[config.mk]
export PLATFORM = sky130hd
export DESIGN_NAME = output_buffer_stage_flat
export DESIGN_NICKNAME = d
export VERILOG_FILES = /design/src/rtl/keccak_pkg.sv /design/src/rtl/output_buffer_stage_if.sv /design/src/rtl/output_buffer_stage.sv /design/src/flat_wrapper.sv
export SDC_FILE = /design/constraint.sdc
export NUM_CORES = 1
export LEC_CHECK = 0
export CORE_AREA = 2 2 554 556
export CTS_CLUSTER_SIZE = 8
export DETAILED_ROUTE_END_ITERATION = 10
export DIE_AREA = 0 0 556 558
export GPL_TIMING_DRIVEN = 0
export SYNTH_ARGS = -nofsm -noshare
export SYNTH_HDL_FRONTEND = slang
export SYNTH_SLANG_ARGS = --single-unit
[constraint.sdc]
create_clock -name clk -period 73.9 [get_ports clk]
set_input_delay 14.78 -clock clk [delete_from_list [all_inputs] [get_ports clk]]
set_output_delay 14.78 -clock clk [all_outputs]
set_load 0.005 [all_outputs]
[src/rtl/keccak_pkg.sv]
// Shared definitions for the SHAKE core pipeline: lane geometry, rate sizes
// and the output buffer stage state encoding.
package keccak_pkg;

    localparam int LANE_W        = 64;
    localparam int RATE128_WORDS = 21;
    localparam int RATE256_WORDS = 17;
    localparam int MAX_RATE_BITS = 1344;

    typedef enum logic {
        IDLE   = 1'b0,
        STREAM = 1'b1
    } ob_state_e;

endpackage

[src/rtl/output_buffer_stage_if.sv]
// Valid/ready word stream leaving the output buffer stage, one Keccak lane
// per transfer with a marker on the final word of the digest.
interface output_buffer_stage_if;
    import keccak_pkg::*;

    logic [LANE_W-1:0] dout;
    logic              dout_valid;
    logic              dout_last;
    logic              dout_ready;

    modport master (
        output dout,
        output dout_valid,
        output dout_last,
        input  dout_ready
    );

    modport slave (
        input  dout,
        input  dout_valid,
        input  dout_last,
        output dout_ready
    );

endinterface

[src/rtl/output_buffer_stage.sv]
// Third SHAKE pipeline stage: captures one squeezed rate block and streams it
// out lane by lane, truncating the final block to the requested digest length.
module output_buffer_stage
    import keccak_pkg::*;
#(
    parameter int MAX_RATE_WORDS = RATE128_WORDS,
    parameter int IDX_W          = 5
) (
    input  logic                             clk,
    input  logic                             rst,
    input  logic [LANE_W*MAX_RATE_WORDS-1:0] block_in,
    input  logic                             output_buffer_we,
    input  logic                             last_output_block_wr,
    input  logic [IDX_W-1:0]                 rate_words,
    input  logic [IDX_W-1:0]                 last_block_words,
    input  logic                             output_buffer_available_clr,
    output logic                             output_buffer_available,
    output_buffer_stage_if.master            out_if
);

    localparam int              BUF_W     = LANE_W * MAX_RATE_WORDS;
    localparam logic [IDX_W-1:0] MAX_WORDS = IDX_W'(MAX_RATE_WORDS);
    localparam logic [IDX_W-1:0] R128      = IDX_W'(RATE128_WORDS);
    localparam logic [IDX_W-1:0] R256      = IDX_W'(RATE256_WORDS);
    localparam logic [IDX_W-1:0] ONE       = IDX_W'(1);

    ob_state_e         state_q, state_d;
    logic [IDX_W-1:0]  index_q, index_d;
    logic [IDX_W-1:0]  count_q, count_new;
    logic [IDX_W-1:0]  rate_eff;
    logic              rate_ok;
    logic              last_q;
    logic              load;
    logic              finish;
    logic              is_final;
    logic              valid;
    logic [BUF_W-1:0]  buffer_q;

    // Illegal rate or tail lengths are clamped so the counter can never walk
    // past the captured lanes.
    always_comb begin
        rate_ok  = ((rate_words == R128) || (rate_words == R256)) && (rate_words <= MAX_WORDS);
        rate_eff = rate_ok ? rate_words : MAX_WORDS;
        if (!last_output_block_wr || (last_block_words == '0)) begin
            count_new = rate_eff;
        end else if (last_block_words > rate_eff) begin
            count_new = rate_eff;
        end else begin
            count_new = last_block_words;
        end
    end

    assign is_final = (index_q == (count_q - ONE));
    assign valid    = (state_q == STREAM);

    // NOTE: every signal written here gets a default first so no latch is inferred.
    always_comb begin
        state_d = state_q;
        index_d = index_q;
        load    = 1'b0;
        finish  = 1'b0;
        unique case (state_q)
            IDLE: begin
                if (output_buffer_we && output_buffer_available) begin
                    load    = 1'b1;
                    index_d = '0;
                    state_d = STREAM;
                end
            end
            STREAM: begin
                if (out_if.dout_ready) begin
                    if (is_final) begin
                        finish  = 1'b1;
                        state_d = IDLE;
                    end else begin
                        index_d = index_q + ONE;
                    end
                end
            end
            default: state_d = IDLE;
        endcase
    end

    // NOTE: sequential state uses non-blocking assignments only.
    always_ff @(posedge clk) begin
        if (rst) begin
            state_q <= IDLE;
            index_q <= '0;
            count_q <= '0;
            last_q  <= 1'b0;
        end else begin
            state_q <= state_d;
            index_q <= index_d;
            if (load) begin
                count_q <= count_new;
                last_q  <= last_output_block_wr;
            end
        end
    end

    // NOTE: the wide data buffer is deliberately not reset; dout is masked while invalid.
    always_ff @(posedge clk) begin
        if (load && !rst) begin
            buffer_q <= block_in;
        end
    end

    always_ff @(posedge clk) begin
        if (rst) begin
            output_buffer_available <= 1'b1;
        end else if (output_buffer_available_clr) begin
            output_buffer_available <= 1'b0;
        end else if (finish) begin
            output_buffer_available <= 1'b1;
        end
    end

    assign out_if.dout_valid = valid;
    assign out_if.dout_last  = valid && last_q && is_final;
    assign out_if.dout       = valid ? buffer_q[LANE_W*int'(index_q) +: LANE_W] : '0;

    a_write_only_when_free: assert property (@(posedge clk) disable iff (rst)
        output_buffer_we |-> ((state_q == IDLE) && output_buffer_available));

    a_rate_words_legal: assert property (@(posedge clk) disable iff (rst)
        load |-> rate_ok);

    a_last_words_legal: assert property (@(posedge clk) disable iff (rst)
        (load && last_output_block_wr) |-> (last_block_words <= rate_words));

endmodule
[src/flat_wrapper.sv]
// flat-port wrapper written by rule: the top's interface ports become plain ports
module output_buffer_stage_flat import keccak_pkg::*;
#(
    parameter int MAX_RATE_WORDS = RATE128_WORDS,
    parameter int IDX_W          = 5
)
  (clk, rst, block_in, output_buffer_we, last_output_block_wr, rate_words, last_block_words, output_buffer_available_clr, output_buffer_available, out_if_dout, out_if_dout_valid, out_if_dout_last, out_if_dout_ready);
  output_buffer_stage_if out_if_i ();
  input  logic clk;
  input  logic rst;
  input  logic [LANE_W*MAX_RATE_WORDS-1:0] block_in;
  input  logic output_buffer_we;
  input  logic last_output_block_wr;
  input  logic [IDX_W-1:0] rate_words;
  input  logic [IDX_W-1:0] last_block_words;
  input  logic output_buffer_available_clr;
  output logic output_buffer_available;
  output wire logic [$bits(out_if_i.dout)-1:0] out_if_dout;
  output wire logic [$bits(out_if_i.dout_valid)-1:0] out_if_dout_valid;
  output wire logic [$bits(out_if_i.dout_last)-1:0] out_if_dout_last;
  input wire logic [$bits(out_if_i.dout_ready)-1:0] out_if_dout_ready;
  assign out_if_dout = out_if_i.dout;
  assign out_if_dout_valid = out_if_i.dout_valid;
  assign out_if_dout_last = out_if_i.dout_last;
  assign out_if_i.dout_ready = out_if_dout_ready;
  output_buffer_stage #(.MAX_RATE_WORDS(MAX_RATE_WORDS), .IDX_W(IDX_W)) u_core (.clk(clk), .rst(rst), .block_in(block_in), .output_buffer_we(output_buffer_we), .last_output_block_wr(last_output_block_wr), .rate_words(rate_words), .last_block_words(last_block_words), .output_buffer_available_clr(output_buffer_available_clr), .output_buffer_available(output_buffer_available), .out_if(out_if_i));
endmodule
; ---- Word level (Yosys, flattened, before mapping)
; Index checks and enable logic that the tools add are counted.
[word_totals]
output_inout_bits = 67
word_cells = 48
ff_bits = 1357
in_bits = 1360
[classes]
n_mux = 18
n_addsub = 2
n_bitwise = 1
reduce_logical = 12
magnitude_cmp = 2
shift = 1
n_eq_ne = 6
[op_table]
columns = op, n
row1 = $shiftx A1344 B12 Y64, 1
row2 = $mux W64, 1
row3 = $mux W5, 6
row4 = $eq A5 B5 Y1 const B, 2
row5 = $pmux W5 S2, 1
row6 = $mux W1, 9
row7 = $add A5 B1 Y5 const B, 1
row8 = $eq A5 B5 Y1, 1
row9 = $gt A5 B5 Y1, 1
row10 = $le A5 B5 Y1 const B, 1
row11 = $logic_and A1 B1 Y1, 5
row12 = $logic_not A5 Y1, 1
row13 = $sub A5 B1 Y5 const B, 1
row14 = $ne A2 B2 Y1 const B, 2
row15 = $reduce_and A3 Y1, 1
row16 = $logic_not A1 Y1, 2
row17 = $logic_or A1 B1 Y1, 2
row18 = $ne A2 B1 Y1 const B, 1
row19 = $pmux W1 S2, 1
row20 = $reduce_bool A2 Y1, 1
row21 = $not A1 Y1, 1

; ---- Depth between registers and ports, before layout
[logic_depth]
ltp_word = 7
mapped_depth = 8
ltp_nobuf = 8

; ---- Worst setup path after synthesis
; No wires, ideal clock.
[synth_timing]
path_type = in2reg
start = in output_buffer_we
end = reg u_core.buffer_q[0] (enable)
t_arrival_ns = 70.599
required_ns = 70.797
setup_ns = 3.103
setup_slack_ns = 0.198
cell_stages = 3
n_path_buf = 1
cell_sequence = nand3b_1 clkbuf_1 nor2_1
[synth_via]
elab_chain_cells = 4
[synth_lines]
columns = element, line
row1 = start: declaration, flat_wrapper.sv:12  ; input logic output_buffer_we;
row2 = $logic_and A1 B1 Y1, output_buffer_stage.sv:64  ; if (output_buffer_we && output_buffer_available) begin
row3 = $mux W1, output_buffer_stage.sv:64
row4 = $mux W1, output_buffer_stage.sv:62  ; unique case (state_q)
row5 = $logic_and A1 B1 Y1, output_buffer_stage.sv:103  ; if (load && !rst) begin
row6 = end signal: assignment, output_buffer_stage.sv:104  ; buffer_q <= block_in;
row7 = end: declaration, output_buffer_stage.sv:37  ; logic [BUF_W-1:0] buffer_q;
; Every way passes these cells.
; A chain may end at the register's enable or synchronous reset.

; ---- Worst setup path in the final report
[layout_timing]
start = reg u_core.index_q[0]
end = out out_if_dout[7]
[layout_via]
elab_chain_cells = 2
[layout_lines]
columns = element, line
row1 = start: declaration, output_buffer_stage.sv:28  ; logic [IDX_W-1:0] index_q, index_d;
row2 = start signal: assignment, output_buffer_stage.sv:93  ; index_q <= index_d;
row3 = $shiftx A1344 B12 Y64, output_buffer_stage.sv:120  ; assign out_if.dout = valid ? buffer_q[LANE_W*int'(index_q) +: LANE_W] : '0;
row4 = $mux W64, output_buffer_stage.sv:120
row5 = end: declaration, flat_wrapper.sv:18  ; output wire logic [$bits(out_if_i.dout)-1:0] out_if_dout;
; Every way passes these cells.

==> results.sh <==
export IMPL_status="finished clean"
export IMPL_final_setup_viol_count=0
export IMPL_synth_seq_area_share=0.7843
export IMPL_hold_depth=2
export IMPL_drv_max_cap_violation_count=0
export IMPL_cts_tree="done"
export IMPL_cts_buffers=200
export IMPL_hp_class="flop to flop"
export IMPL_synth_lib_cells_used_distinct=46
export IMPL_synth_cells=2207
export IMPL_arrival_ns=5.38
export IMPL_grt_setup_unrepaired="no"
export IMPL_leakage_nw=25.29
export IMPL_grt_overflow_total=0
export IMPL_drt_wirelength_per_cell_microns=30.84
export IMPL_clock_fmax_mhz=49.61
export IMPL_dr_total_vias=31672
export IMPL_mostFrequentLayoutCell="sky130_fd_sc_hd__clkdlybuf4s50_1"
export IMPL_post_cts_setup_buffer_count=0
export IMPL_synth_ff_latch_count=1357
export IMPL_number_of_remaining_drc_errors=0
export IMPL_critical_path_depth=9
export IMPL_synth_top_area_frac=0.7793
export IMPL_cp_cell_sequence="buf_2 -> buf_6 -> buf_6 -> nor3_4 -> buf_12 -> buf_2 -> a22oi_1 -> o21ai_1 -> clkdlybuf4s50_1"
export IMPL_grt_usage=0.1525
export IMPL_globalRouteMet3Util=0.06038
export IMPL_cts_resized=0
export IMPL_timing_critical_path_max_delay_family="buffers and inverters"
export IMPL_placement_rows=203
export IMPL_grt_busiest_layer="met2"
export IMPL_finalHoldViolCount=0
export IMPL_seqCellArea_sq_mm=0.04062
export IMPL_synth_area_per_cell_sq_um=23.47
export IMPL_fin_crit_ns=20.16
export IMPL_floorplan_initialDensity=0.1701
export IMPL_postLayoutSetupSlackWorst_ns=53.74
export IMPL_grt_met1_usage=0.1711
export IMPL_drt_initial_drc_count=3042
export IMPL_fillers=30771
export IMPL_rr_worst_depth=14
export IMPL_timing_max_slew_rel_slack=0.1510
export IMPL_layout_area_overhead_vs_synth_pct=50.46
export IMPL_routability_congestion_estimate=0.8625
export IMPL_place_port_buffers=1426
export IMPL_yosysTopAreaCell="sky130_fd_sc_hd__edfxtp_1"
export IMPL_end_kind="primary output"
export IMPL_cts_sink_count=1357
export IMPL_ctsLongestPathBuffers=4
export IMPL_cp_slowest_cell="sky130_fd_sc_hd__clkdlybuf4s50_1"
export IMPL_tightestPinTransition_ns=1.273
export IMPL_global_route_track_usage_on_met2=0.2559
export IMPL_number_of_detailed_routing_iterations_run_before_antenna_repair=6
export IMPL_post_route_util=0.2559
export IMPL_ys_dominant_reg_cell="sky130_fd_sc_hd__edfxtp_1"
export IMPL_die_h_microns=558
export IMPL_power_per_cell_area_mw_per_mm2=24.50
export IMPL_coreArea_sq_mm=0.3045
export IMPL_clock_tree_htree_level_count=4
export IMPL_final_antenna_net_count=0
export IMPL_critPathLaunchType="flop"
export IMPL_critPathKind="flop to primary output"
export IMPL_wirelength_microns=246600
export IMPL_clockRootBuffer="sky130_fd_sc_hd__clkbuf_16"
export IMPL_yosysWarnings=0
export IMPL_total_power_mw=1.909
export IMPL_floorplan_die_width_microns=556
export IMPL_share_of_layout_cells_above_drive_strength_1=0.1760
export IMPL_design_final_nets=5255
export IMPL_worst_path_largest_cell_delay_ns=0.73
export IMPL_worstSkewPairLatency_ns=0.85
export IMPL_ctsHoldBuffers=0
export IMPL_grt_max_degree=40
export IMPL_critical_path_max_fanout=10
export IMPL_detail_route_vias_per_cell=3.961
export IMPL_die_area_sq_mm=0.3102
export IMPL_layout_cells_most_common_list="1426 x sky130_fd_sc_hd__clkdlybuf4s50_1, 1344 x sky130_fd_sc_hd__edfxtp_1, 320 x sky130_fd_sc_hd__mux4_2, 204 x sky130_fd_sc_hd__clkbuf_16, 128 x sky130_fd_sc_hd__mux2i_1"
export IMPL_critical_path_n_buffers_inverters=6
export IMPL_synth_edf_count=1344
export IMPL_fin_setup_tns_ns=0
export IMPL_io_pin_count=1427
export IMPL_wire_length_of_the_first_global_routing_pass_microns=311500
export IMPL_mappedNetlistArea_sq_mm=0.05179
export IMPL_area_occupied_by_multi_input_gates_sq_mm=0.01046
export IMPL_fin_crit_sh=0.2728
export IMPL_vdd_ir_drop_max_mv=0.01918
export IMPL_vias_in_the_first_global_route=33047
export IMPL_fin_worst_skew_ns=0.06145
export IMPL_dp_slack_ns=54.30
export IMPL_required_ns=59.12
export IMPL_postSynth_asyncResetShare=0
export IMPL_detailed_place_hpwl_microns=199200
export IMPL_yosys_top_cells_area="sky130_fd_sc_hd__edfxtp_1 78%, sky130_fd_sc_hd__mux4_2 14%, sky130_fd_sc_hd__mux2i_1 2.5%"
export IMPL_number_of_antenna_violations_at_the_first_check_in_global_routing=134
export IMPL_clk_pin_slew_ns=0.05
export IMPL_timing_max_transition_violations_final=0
-- registers in the layout (all words and copies together) (netlist names) --
signal / count
u_core.buffer_q: 1344
u_core.count_q: 5
u_core.index_q: 5
u_core.last_q: 1
u_core.out_if.dout_valid: 1
u_core.output_buffer_available: 1
-- path summary, 6_finish.rpt --
kind | start | endpoint | slack, ns
setup / recovery | u_core.index_q[0]$_SDFFE_PP0P_ | out_if_dout[7] | 53.74
hold / removal | u_core.last_q$_SDFFE_PP0P_ | u_core.last_q$_SDFFE_PP0P_ | 0.47
setup reg to reg | u_core.out_if.dout_valid$_SDFF_PP0_ | u_core.buffer_q[1105]$_DFFE_PP_ | 69.08
hold reg to reg | u_core.last_q$_SDFFE_PP0P_ | u_core.last_q$_SDFFE_PP0P_ | 0.47
-- power breakdown --
| part | total, mW | switching [mW] | leakage [nW] | internal [mW] |
|---|---|---|---|---|
| registers | 0.894 | 0.0110 | 12.5 | 0.883 |
| clock network | 0.853 | 0.341 | 2.73 | 0.512 |
| logic | 0.162 | 0.0646 | 10.1 | 0.0974 |
-- Yosys cell counts, drive strengths merged, types with 3 or more instances --
cell / n
edfxtp: 1344
mux4: 320
mux2i: 128
buf: 78
o21ai: 67
a22oi: 64
o22a: 64
clkbuf: 44
dfxtp: 13
a21oi: 8
nand2: 8
nor2: 8
ha: 7
nand3: 6
xnor2: 6
inv: 5
nand3b: 5
or3: 3
-- layout make-up --
class	count	share of cell area
clock inverters	23	0.005427
repair buffers	1477	0.1968
diodes	67	0.002152
flip-flops and latches	1357	0.5212
inverters	5	0.0002408
multi-input cells	725	0.1342
clock buffers	223	0.06642
plain buffers	122	0.009361
well taps	3997	0.06418
-- cell families after synthesis --
| group | count (synthesis) | synth area share |
|---|---|---|
| flops | 1357 | 0.7843 |
| compound gates | 214 | 0.02935 |
| xor+xnor | 8 | 0.001353 |
| other cells | 2 | 0.0001450 |
| buf+inv | 127 | 0.01413 |
| simple gates | 44 | 0.005146 |
| mux | 448 | 0.1639 |
| fa+ha+maj | 7 | 0.001691 |
-- routing by layer --
metal  share of wire  wire length (microns)
met2            0.48                 119200
met1            0.36                  89040
met4           0.043                  10540
met3            0.11                  27240
met5          0.0020                    498
-- per-stage QoR --
step | instances | cell area, sq um | hold WS [ns]
6_report | 7996 | 77930 | 0.4722
5_1_grt | 7951 | 77810 | 0.4728
4_1_cts | 7929 | 77760 | 0.4638
3_5_place_dp | 7683 | 72160 | 0.4562
3_3_place_gp | 7632 | 71070 | 0.4612
2_1_floorplan | 2209 | 51800 | 0.4319
-- tightest hold or removal path, stage by stage (launching register included) --
cell                      delay (ns)
sky130_fd_sc_hd__dfxtp_1        0.31
sky130_fd_sc_hd__nand2_1        0.06
sky130_fd_sc_hd__a21oi_1        0.06
(Power assumes the default switching activity.)
